--- src/rtl/cpu7_ifu_imem_resp.sv ---
`default_nettype none
// ============================================================================
// Module   : cpu7_ifu_imem_resp
// Purpose  : Responder end of the IFU instruction-fetch interface. Accepts
//            fetch requests, issues word reads to an in-order instruction
//            SRAM port and returns results in acceptance order through a
//            small completion buffer. Handles branch-redirect cancel and
//            raises an address-misalign exception for unaligned fetches.
// Ports    : clock/reset          - clock, synchronous active-high reset
//            inst_req/inst_addr   - fetch request from the IFU
//            inst_cancel          - kill every fetch accepted before now
//            inst_addr_ok         - request accepted this cycle (comb)
//            inst_valid/rdata/... - registered fetch result
//            mem_req/addr/gnt     - memory read request handshake
//            mem_rvalid/rdata     - in-order read data return
// Revision : 1.0 - initial release
// ============================================================================
module cpu7_ifu_imem_resp #(
    parameter int          DEPTH    = 2,
    parameter logic [31:0] UC_MASK  = 32'hE000_0000,
    parameter logic [31:0] UC_MATCH = 32'hA000_0000,
    parameter logic [5:0]  EXC_ADEF = 6'h08
) (
    input  logic         clock,
    input  logic         reset,
    input  logic         inst_req,
    input  logic [31:0]  inst_addr,
    input  logic         inst_cancel,
    output logic         inst_addr_ok,
    output logic         inst_valid,
    output logic [127:0] inst_rdata,
    output logic [1:0]   inst_count,
    output logic         inst_ex,
    output logic [5:0]   inst_exccode,
    output logic         inst_uncache,
    output logic         mem_req,
    output logic [31:0]  mem_addr,
    input  logic         mem_gnt,
    input  logic         mem_rvalid,
    input  logic [31:0]  mem_rdata
);

    localparam int                  c_PTR_W   = (DEPTH > 1) ? $clog2(DEPTH) : 1;
    localparam int                  c_CNT_W   = c_PTR_W + 1;
    localparam logic [c_CNT_W-1:0]  c_FULL    = c_CNT_W'(DEPTH);
    localparam logic [c_CNT_W-1:0]  c_CNT_ONE = c_CNT_W'(1);
    localparam logic [c_PTR_W-1:0]  c_PTR_ONE = c_PTR_W'(1);

    // Completion buffer entries
    logic        r_valid  [DEPTH];
    logic        r_cancel [DEPTH];
    logic        r_ex     [DEPTH];
    logic        r_uc     [DEPTH];
    logic        r_done   [DEPTH];
    logic [31:0] r_data   [DEPTH];

    logic [c_PTR_W-1:0] r_alloc;
    logic [c_PTR_W-1:0] r_head;
    logic [c_CNT_W-1:0] r_count;

    // Granted-but-unreturned reads. Deliberately kept out of reset so that
    // reads issued before a reset can still be accounted for afterwards.
    logic [c_CNT_W-1:0] r_inflight;
    logic               r_drain;

    logic        r_out_valid;
    logic [31:0] r_out_data;
    logic        r_out_ex;
    logic        r_out_uc;

    logic               w_full;
    logic               w_mis;
    logic               w_uc;
    logic               w_can_acc;
    logic               w_accept;
    logic               w_mis_bypass;
    logic               w_do_alloc;
    logic               w_grant;
    logic               w_ret_mem;
    logic [c_CNT_W-1:0] w_inflight_next;
    logic [c_PTR_W-1:0] w_scan_idx;
    logic [c_PTR_W-1:0] w_mem_ptr;
    logic               w_mem_found;
    logic               w_rv;
    logic               w_bypass;
    logic               w_head_done;
    logic               w_retire;
    logic               w_ret_live;
    logic [31:0]        w_ret_data;
    logic               w_ret_ex;
    logic               w_ret_uc;

    assign w_full    = (r_count == c_FULL);
    assign w_mis     = (inst_addr[1:0] != 2'b00);
    assign w_uc      = ((inst_addr & UC_MASK) == UC_MATCH);
    assign w_can_acc = inst_req & ~w_full & ~reset & ~r_drain;

    assign mem_req      = w_can_acc & ~w_mis;
    assign mem_addr     = {inst_addr[31:2], 2'b00};
    assign w_grant      = mem_req & mem_gnt;
    assign w_accept     = w_mis ? w_can_acc : w_grant;
    assign inst_addr_ok = w_accept;

    // A misaligned fetch into an empty buffer would be at head immediately,
    // so it is returned straight away instead of taking a slot.
    assign w_mis_bypass = w_accept & w_mis & (r_count == '0);
    assign w_do_alloc   = w_accept & ~w_mis_bypass;

    // Oldest live entry still waiting for memory data; exception entries
    // never issue a read and are skipped.
    always_comb begin
        w_mem_found = 1'b0;
        w_mem_ptr   = r_head;
        w_scan_idx  = r_head;
        for (int i = 0; i < DEPTH; i++) begin
            w_scan_idx = r_head + c_PTR_W'(i);
            if (!w_mem_found && r_valid[w_scan_idx] && !r_done[w_scan_idx] && !r_ex[w_scan_idx]) begin
                w_mem_found = 1'b1;
                w_mem_ptr   = w_scan_idx;
            end
        end
    end

    // Returns that belong to reads issued before a reset are absorbed.
    assign w_rv        = mem_rvalid & ~r_drain & w_mem_found;
    assign w_bypass    = w_rv & (w_mem_ptr == r_head);
    assign w_head_done = r_valid[r_head] & r_done[r_head];
    assign w_retire    = w_head_done | w_bypass | w_mis_bypass;

    always_comb begin
        w_ret_live = 1'b0;
        w_ret_data = 32'h0;
        w_ret_ex   = 1'b0;
        w_ret_uc   = 1'b0;
        if (w_mis_bypass) begin
            // The request accepted alongside a cancel is the redirect target.
            w_ret_live = 1'b1;
            w_ret_ex   = 1'b1;
            w_ret_uc   = w_uc;
        end else begin
            w_ret_live = ~r_cancel[r_head] & ~inst_cancel;
            w_ret_data = w_bypass ? mem_rdata : r_data[r_head];
            w_ret_ex   = r_ex[r_head];
            w_ret_uc   = r_uc[r_head];
        end
    end

    assign w_ret_mem       = mem_rvalid & (r_inflight != '0);
    assign w_inflight_next = r_inflight + c_CNT_W'(w_grant) - c_CNT_W'(w_ret_mem);

    always_ff @(posedge clock) begin
        r_inflight <= w_inflight_next;
    end

    always_ff @(posedge clock) begin
        if (reset) begin
            r_drain <= (w_inflight_next != '0);
        end else if (w_inflight_next == '0) begin
            r_drain <= 1'b0;
        end
    end

    // Buffer state. Later assignments take precedence: an allocation in the
    // cancel cycle clears the cancel flag set by the broadcast above it.
    always_ff @(posedge clock) begin
        if (reset) begin
            for (int i = 0; i < DEPTH; i++) begin
                r_valid[i]  <= 1'b0;
                r_cancel[i] <= 1'b0;
                r_ex[i]     <= 1'b0;
                r_uc[i]     <= 1'b0;
                r_done[i]   <= 1'b0;
                r_data[i]   <= 32'h0;
            end
            r_alloc <= '0;
            r_head  <= '0;
            r_count <= '0;
        end else begin
            if (inst_cancel) begin
                for (int i = 0; i < DEPTH; i++) begin
                    r_cancel[i] <= 1'b1;
                end
            end
            if (w_rv) begin
                r_data[w_mem_ptr] <= mem_rdata;
                r_done[w_mem_ptr] <= 1'b1;
            end
            if (w_retire && !w_mis_bypass) begin
                r_valid[r_head] <= 1'b0;
                r_head          <= r_head + c_PTR_ONE;
            end
            if (w_do_alloc) begin
                r_valid[r_alloc]  <= 1'b1;
                r_cancel[r_alloc] <= 1'b0;
                r_ex[r_alloc]     <= w_mis;
                r_done[r_alloc]   <= w_mis;
                r_uc[r_alloc]     <= w_uc;
                r_data[r_alloc]   <= 32'h0;
                r_alloc           <= r_alloc + c_PTR_ONE;
            end
            r_count <= r_count
                     + (w_do_alloc ? c_CNT_ONE : '0)
                     - ((w_retire && !w_mis_bypass) ? c_CNT_ONE : '0);
        end
    end

    // Result register; payload holds its value when nothing live retires.
    always_ff @(posedge clock) begin
        if (reset) begin
            r_out_valid <= 1'b0;
            r_out_data  <= 32'h0;
            r_out_ex    <= 1'b0;
            r_out_uc    <= 1'b0;
        end else begin
            r_out_valid <= w_retire & w_ret_live;
            if (w_retire && w_ret_live) begin
                r_out_data <= w_ret_data;
                r_out_ex   <= w_ret_ex;
                r_out_uc   <= w_ret_uc;
            end
        end
    end

    assign inst_valid   = r_out_valid;
    assign inst_rdata   = {96'h0, r_out_data};
    assign inst_count   = 2'b00;
    assign inst_ex      = r_out_ex;
    assign inst_exccode = r_out_ex ? EXC_ADEF : 6'h00;
    assign inst_uncache = r_out_uc;

endmodule
`default_nettype wire

--- config.mk ---
export PLATFORM = sky130hd
export DESIGN_NAME = cpu7_ifu_imem_resp
export DESIGN_NICKNAME = d
export VERILOG_FILES = /design/src/rtl/cpu7_ifu_imem_resp.sv
export SDC_FILE = /design/constraint.sdc
export NUM_CORES = 1
export LEC_CHECK = 0
export ABC_CLOCK_PERIOD_IN_PS = 5100
export BUFFER_PORTS_ARGS = -buffer_cell sky130_fd_sc_hd__buf_2
export CAP_MARGIN = 0
export CELL_PAD_IN_SITES_DETAIL_PLACEMENT = 0
export CELL_PAD_IN_SITES_GLOBAL_PLACEMENT = 1
export CORE_MARGIN = 2
export CORE_UTILIZATION = 40
export DETAILED_ROUTE_END_ITERATION = 16
export PLACE_DENSITY_LB_ADDON = 0.1
export SLEW_MARGIN = 10
export SYNTH_ARGS = -nofsm -noshare
export SYNTH_HDL_FRONTEND = slang
export SYNTH_SLANG_ARGS = --single-unit
--- constraint.sdc ---
create_clock -name clock -period 5.1 [get_ports clock]
set_input_delay 0.255 -clock clock [delete_from_list [all_inputs] [get_ports clock]]
set_output_delay 0.255 -clock clock [all_outputs]
set_load 0.02 [all_outputs]
==> run summary, run 1 <==
Subtracting the final worst setup slack from the clock period gives 2.84 ns. The die height is 133 microns. The actual transition at the worst max-transition pin came out at 1.15 ns. After clock tree synthesis, the repair step resized 0 gates. The post-route setup TNS came out at 0 ns. The number of antenna-violating nets in the routed design came out at 0. The worst pin sits at a relative slew slack of 23.4%. The via count of the first global-routing pass is 4533.

The average detailed-routed wire length per instance is 15.3 microns. The total area of sequential cells is 0.00239 sq mm. In the final design database the tool counted 826 nets.

The sequential group share of total power is 40.4%. Global routing used 17.1% of the available tracks across all layers. Of all cell types, the one taking the most synthesized area is sky130_fd_sc_hd__dfxtp_1.

The clock sink count is 117. The endpoint arrival time on the critical path came out at 3.18 ns. The tightest min-delay check is of the in2reg type. In the final layout, the registers with the most flip-flops are r_data x64, r_out_data x32. The main combinational cell family by area after synthesis is multiplexers.

The flow ran to the end, and the final reports show no timing, DRC or antenna violations. The floorplan step set the die width to 133 microns. The number of vias in the routed layout is 4777. The final antenna diode count came out at 0. The placeable core region is 0.0163 sq mm. The area used by multi-input combinational logic came out at 0.00334 sq mm.

The number of pins with negative max-slew slack in the final report came out at 0. Hold timing on the final database bottoms out at a slack of 0.0996 ns. The flip-flop count of the largest register, all copies and words added came out at 64. The initial utilization of the core area, before any placement, comes to 40.5%. The number of antenna violations at the first check in global routing came to 0. Measured on the finished design, the core utilization comes to 43.3%. The H-tree depth reported by CTS is 4.

The final weighted congestion of routability-driven global placement came out at 0.729. The peak per-stage delay on the critical path came out at 0.68 ns. The sequential-to-total area share from yosys stat came out at 36.1%. Counting flops with an async set or reset pin after synthesis yields a share of 0%. The ratio of routed vias to standard cells came out at 4.86. The number of hold-slack violations in the final timing report is 0. The kind of critical path is reg2reg.

The netlist area before placement is 0.00662 sq mm. The number of synthesized register bits is 117. The required time of the critical path is 5.44 ns.

The power per standard cell area came out at 344 mW/mm^2. The layout cell share with drive strength beyond 1 is 22.3%. The cell-internal power came out at 1.79 mW. The fraction of synthesized cell area taken by the top area cell type is 33.9%. The TritonCTS clock tree is built. The number of remaining DRC errors came out at 0. The number of top-level design ports is 243. The net switching component of the power is 0.641 mW. The share of synthesized area spent on multiplexers came out at 20.6%. The wire-length estimate of the detail-placed layout is 9750 microns. The net switching fraction of the power is 26.3%. The post-CTS repair timing setup buffer count came out at 0. The area of the die is 0.0176 sq mm. The number of buffers added on ports came out at 83.

The register with the most flip-flops in the final layout is r_data. The maximum number of pins on one net before global-route repair is 72. The area added between synthesis and finish is 7.01%. The synthesized netlist cell count came out at 719. The portion of total power attributed to the clock network came out at 46.8%.

The count of fill cells added during filler insertion is 1646. Summed over all layers, the routed wires come to 15000 microns. The final worst clock skew came out at 0.00694 ns.

In this run the worst path has a maximum fanout of 30. The number of core rows is 47. The simple-gate area share of the yosys netlist came out at 13.8%. Ranked by instance count, the synthesized netlist is headed by sky130_fd_sc_hd__buf_4 (139), sky130_fd_sc_hd__dfxtp_1 (112), sky130_fd_sc_hd__nand2_1 (102).

Synthesis instantiated 52 different standard cells from the library. The share of power burned in combinational logic came out at 12.8%. The leading register cell type out of synthesis is sky130_fd_sc_hd__dfxtp_1. The fraction of the mapped netlist area in adder cells is 0.756%.

The number of setup violations in the final report is 0. The clock insertion delay at the later pin of the skew report came out at 0.41 ns. STA classifies the critical path endpoint as a register. Setup repair after global routing left no endpoint under its margin. Static timing analysis puts the maximum clock frequency at 0.352 GHz. In this run the clock root is driven by a sky130_fd_sc_hd__clkbuf_16. The number of iterations in the first detailed-routing pass is 4.

The total leakage power is 3.20 nW. Counting flops with a built-in enable in the synthesized netlist gives 5. The first-pass GRT wire length is 23700 microns.

VDD sags by at most 264 uV. Summing the areas of all xor and xnor instances in the mapped netlist gives 0.529% of the synthesized area. The maximum root-to-sink buffer count came out at 2. For this block, the initial DRC count from the detailed router was 190. By instance count, the leading cell after synthesis is sky130_fd_sc_hd__buf_4. Averaged over all synthesized cells, the footprint is 9.21 sq um. STA classifies the critical path startpoint as a register. In this design, the critical path's most frequently occurring cell is sky130_fd_sc_hd__buf_4. The aggregate global routing overflow is 0.

Across the run, the number of max-cap violations was 0. The highest-delay cell along the critical path is sky130_fd_sc_hd__a21oi_4. Yosys attributes the largest share of cell area to sky130_fd_sc_hd__dfxtp_1 (34%), sky130_fd_sc_hd__buf_4 (16%), sky130_fd_sc_hd__mux2i_1 (15%). The signal on the critical path passes through buf_4 > nand2_1 > a211o_1 > a21oi_4 > buf_4 > mux2i_1. In this run, post-CTS hold repair placed 0 buffers. The clock transition time at the flip-flop clock pins of the worst setup and hold paths came out at 0.05 ns. The total CTS buffers came out at 17. The fraction of the mapped netlist area in compound gates came out at 7.77%. The post-route fraction of the period consumed by the critical path came out at 55.7%.

The number of warning messages in the yosys log came out at 0.
## layout by cell type, fill, tap and decap left out, types with 9 or more instances in the layout
master and instances:
sky130_fd_sc_hd__buf_2 83, sky130_fd_sc_hd__clkbuf_16 18, sky130_fd_sc_hd__conb_1 105, sky130_fd_sc_hd__dfxtp_1 111
sky130_fd_sc_hd__inv_1 9, sky130_fd_sc_hd__mux2_2 36, sky130_fd_sc_hd__mux2i_1 96, sky130_fd_sc_hd__nand2_1 102
sky130_fd_sc_hd__nand3_1 65, sky130_fd_sc_hd__nor2_1 19, sky130_fd_sc_hd__o22ai_1 32
## power groups by stage
| stage | Clock (mW) | Sequential, mW | Combinational (mW) |
|---|---|---|---|
| after global routing | 1.21 | 0.986 | 0.340 |
| after detailed placement | 0 | 1.00 | 0.310 |
| after floorplan | 0 | 0.995 | 0.334 |
| after CTS | 1.17 | 0.983 | 0.311 |
| after global placement | 0 | 1.00 | 0.308 |
| final | 1.14 | 0.983 | 0.311 |
## per-stage QoR
stage | total power [mW] | std cells | setup WS (ns) | cell area (sq um)
after floorplan | 1.33 | 823 | 2.62 | 7010
after global placement | 1.31 | 953 | 2.30 | 6520
after detailed placement | 1.31 | 953 | 2.21 | 6520
after CTS | 2.46 | 983 | 2.20 | 7080
after global routing | 2.54 | 983 | 2.07 | 7080
final | 2.43 | 983 | 2.26 | 7080
## cells by family (layout without fill, tap and decap cells)
family | count (synthesis) | count (layout)
simple gates | 202 | 202
buf+inv | 191 | 131
mux | 132 | 132
flops | 117 | 117
compound gates | 68 | 68
fa+ha+maj | 4 | 4
xor+xnor | 4 | 4
other cells | 1 | 105
## path summary, 6_finish.rpt
path	to	cells past startpoint	slack (ns)	start
hold / removal	r_cancel[0]	3	0.1	inst_cancel
setup / recovery	r_data[0][21]	6	2.26	register
hold reg to reg	r_data[0][30]	2	0.47	r_data[0][30]
setup reg to reg	r_data[0][21]	6	2.26	register
## worst max-delay path, delay by kind of cell (launching register included)
family / cells / cell delay [ns]
and+or+nand+nor: 1 / 0.12
muxes: 1 / 0.23
buffers and inverters: 2 / 0.90
AOI/OAI and AO/OA: 2 / 0.99
DFF: 1 / 0.52
## per-layer routing
layer / vias up / track usage [%] / wire [microns]
met5: - / 0 / 0
met4: 0 / 9.14 / 508
met3: 41 / 4.18 / 814
met2: 183 / 27.4 / 6920
met1: 2253 / 21.3 / 6770
li1: 2300 / - / -
## layout make-up
type	count	area share (%)
flip-flops and latches	117	33.8
clock inverters	3	0.565
well taps	220	3.89
clock buffers	27	7.40
multi-input cells	515	47.1
repair buffers	91	6.71
inverters	10	0.530
(Power assumes the default switching activity.)
==> inputs of run 2 (changes only) <==
- ABC_AREA: unset -> 1
- ABC_CLOCK_PERIOD_IN_PS: 5100 -> 2800
- CORE_UTILIZATION: 40 -> 35
- clock period: 5.1 -> 2.8 ns (I/O delays scaled with it)
==> run 2 against run 1 <==
Worst hold slack got worse by 0.087 ns. First-iteration DRC count increased by 53%. Die area increased by 13%. Core utilization decreased by 3.8 points. Final cell count increased by 26%. Clock power increased by 73%. Critical path depth increased by 4. Sequential share of layout area decreased by 1.1 points. Combinational power increased to 2.9 times the previous value. Critical endpoint is now r_data[1][16].
==> run summary, run 2 <==
The run finished with clean final reports. The synthesized netlist occupies a cell area of 0.00656 sq mm. The DRC violation total after the first TritonRoute iteration came out at 290. The endpoint arrival time on the critical path came out at 2.82 ns. The top cell type by total area after synthesis is sky130_fd_sc_hd__dfxtp_1. The worst-case setup slack after placement is 0.302 ns.

The worst path uses 89.9% of the clock period. Summing the sequential cell areas from Yosys gives 36.5% of the chip area. STA puts the critical path data required time at 3.10 ns. The unique cell type count in the Yosys netlist came out at 31. The average instance area after synthesis came out at 7.11 sq um. The clock root buffer is sky130_fd_sc_hd__clkbuf_16. The total number of nets in the final design came out at 1064. TritonCTS built the clock tree. The worst path meets setup with 0.284 ns of slack.

The number of pins with negative max-slew slack in the final report is 0. The worst setup path is launched from a register. The post-synthesis async set-or-reset flop share came out at 0%. The ratio of routed vias to standard cells is 4.55.

In the synthesized netlist, the cells that appear most often are sky130_fd_sc_hd__nand2_1 (267), sky130_fd_sc_hd__buf_4 (141), sky130_fd_sc_hd__dfxtp_1 (112). The actual transition at the worst max-transition pin came out at 0.803 ns. The floorplan step set the die width to 141 microns. Setup repair after global routing left no endpoint under its margin.

The die height came out at 141 microns. The HPWL after detailed placement is 10700 microns. In the final timing run, aggregate negative setup slack is 0 ns. By instance count, the leading cell after synthesis is sky130_fd_sc_hd__nand2_1.

The layout cell share with drive strength beyond 1 came out at 15.2%. The worst-case IR drop observed on VDD is 368 uV. The die covers 0.0199 sq mm.

Counting every instance in the synthesized netlist gives 923. The leading register cell type out of synthesis is sky130_fd_sc_hd__dfxtp_1. In this run the standard cell core region covers 0.0185 sq mm. The maximum number of pins on one net before global-route repair is 48.

The post-CTS repair timing setup buffer count came out at 0. The worst pin sits at a relative slew slack of 46.3%. The largest registers in the layout are r_data x64, r_out_data x32. Sorting the synthesized cells by area gives the leading types as sky130_fd_sc_hd__dfxtp_1 (34%), sky130_fd_sc_hd__buf_4 (16%), sky130_fd_sc_hd__nand2_1 (15%). Compared with the post-synthesis result, the final layout area differs by 11.7%. After clock tree synthesis, the flow added hold-fix buffers numbering 31. The average detailed-routed wire length per instance is 14.4 microns. The clock transition time at the flip-flop clock pins of the worst setup and hold paths is 0.06 ns.

Counting flops and latches in the post-synthesis netlist gives 117. The global router's overall resource usage came out at 18.1%. The setup path with the least slack is of type reg2reg. The maximum achievable frequency came out at 0.397 GHz. The largest fanout on the critical path is 32. The initial utilization of the core area, before any placement, comes to 35.4%.

Post-CTS repair changed the size of 0 cells. In this run the remaining antenna-violating nets after routing total 0. The most flop-heavy register is r_data. The count of fill cells added during filler insertion came out at 2051. The via count of the first global-routing pass is 5209.

The number of iterations in the first detailed-routing pass came out at 6. Counting the buffers created by CTS gives 17. The later pin in the worst-skew pair is clocked with a latency of 0.42 ns. Input and output buffers added on the ports amount to 83. The clock arrives with 0.00754 ns of skew. The final antenna diode count is 0. The longest clock path from root to sink contains 2 buffers. The H-tree depth reported by CTS came out at 4. The number of antenna violations at the first check in global routing came out at 0. For this run, design rule violations remaining after detail routing come to 0. The worst setup path is captured at a register. The number of hold-slack violations in the final timing report came out at 0.

The count of flip-flops with a built-in enable after synthesis is 5. The power per standard cell area came out at 647 mW/mm^2. Of the post-synthesis cell area, the dominant cell type holds 34.2%. The smallest clock period supported by the final layout is computed as 2.52 ns. Across the run, the number of max-cap violations was 0. The aggregate global routing overflow is 0.

The flip-flop count of the largest register, all copies and words added came out at 64. Clock tree synthesis found a total of 117 sinks. The first-pass GRT wire length is 28100 microns. For this block, the via count after detailed routing is 5625. The number of warning messages in the yosys log is 0. The final weighted congestion of routability-driven global placement is 0.781.

The total leakage power came out at 3.82 nW. Leaving out fill and tap cells, the most frequent cell in the layout is sky130_fd_sc_hd__nand2_1. The worst hold path belongs to the class in2reg. Setup violations remaining at the end of the flow were counted as 0. Summed over all layers, the routed wires come to 17800 microns.

The top cell types in the final layout, fill and taps aside, are sky130_fd_sc_hd__nand2_1 (267), sky130_fd_sc_hd__nand3_1 (111), sky130_fd_sc_hd__dfxtp_1 (111). The number of top-level design ports came out at 243. The number of core rows is 50.
-- run 2: cell types whose count changed in the layout (fill, tap and decap cells not counted), sizes merged, moves of 32 or more --
cell | before | now
o22ai | 32 | 0
nand4 | 1 | 40
nand3 | 65 | 113
nor2 | 19 | 76
inv | 10 | 49
mux2 | 36 | 0
nand2 | 102 | 277
mux2i | 96 | 16
-- run 2: cells by family (layout without fill, tap and decap cells) --
| logic type | count (synthesis) | after routing | synth area share (%) |
|---|---|---|---|
| and+or+nand+nor | 508 | 508 | 34.2 |
| buffers and inverters | 232 | 207 | 22.4 |
| DFF | 117 | 117 | 36.5 |
| AOI/OAI and AO/OA | 42 | 42 | 3.26 |
| muxes | 16 | 16 | 2.44 |
| adders and majority gates | 4 | 4 | 0.763 |
| xor gates and xnor gates | 3 | 3 | 0.401 |
| other | 1 | 105 | 0.0572 |
-- run 2: worst paths after layout --
| check | slack (ns) | cells after the start | start | end |
|---|---|---|---|---|
| setup / recovery | 0.28 | 10 | register | r_data[1][16] |
| hold reg to reg | 0.46 | 2 | r_cancel[1] | r_cancel[1] |
| hold / removal | 0.01 | 3 | mem_rdata[12] | r_data[1][12] |
| setup reg to reg | 0.28 | 10 | register | r_data[1][16] |
-- run 2: per-stage QoR --
stage	util [%]	instance area (sq um)	power, mW	hold WS [ns]	instances
2_1_floorplan	-	6950	2.71	0.211	1027
3_3_place_gp	35.0	6490	2.78	0.280	1174
3_5_place_dp	35.0	6490	2.78	0.280	1174
4_1_cts	39.6	7330	4.80	0.00107	1236
5_1_grt	39.6	7330	4.99	0.0182	1236
6_report	39.6	7330	4.74	0.0124	1236
-- run 2: critical path: stages (launching register included) --
cell and delay, ns:
sky130_fd_sc_hd__dfxtp_2 0.43, sky130_fd_sc_hd__inv_2 0.29, sky130_fd_sc_hd__nand2_1 0.11, sky130_fd_sc_hd__nand2_2 0.17, sky130_fd_sc_hd__nand3_4 0.12, sky130_fd_sc_hd__nand2_1 0.09
sky130_fd_sc_hd__nand3_2 0.11, sky130_fd_sc_hd__inv_4 0.22, sky130_fd_sc_hd__nand2_2 0.52, sky130_fd_sc_hd__nand3_1 0.24, sky130_fd_sc_hd__nand2_1 0.07
-- run 2: area by class of cell --
type	instances	area (sq um)	area share [%]
Inverter	48	183	2.49
Multi-Input combinational cell	678	3090	42.1
Sequential cell	117	2390	32.7
Clock inverter	9	52.6	0.717
Tap cell	234	293	4.00
Timing Repair Buffer	128	843	11.5
Clock buffer	22	475	6.49
-- run 2: power by group --
group | switching [mW] | leakage, nW | internal (mW)
sequential | 0.0641 | 0.959 | 1.80
clock | 0.782 | 0.265 | 1.19
combinational | 0.629 | 2.59 | 0.274
-- run 2: metal layers --
layer | global-route usage [%] | up-vias | share of wire [%]
li1 | - | 2857 | -
met1 | 23.7 | 2596 | 47
met2 | 30.4 | 154 | 47
met3 | 3.84 | 18 | 4.2
met4 | 5.26 | 0 | 1.0
met5 | 0 | - | 0
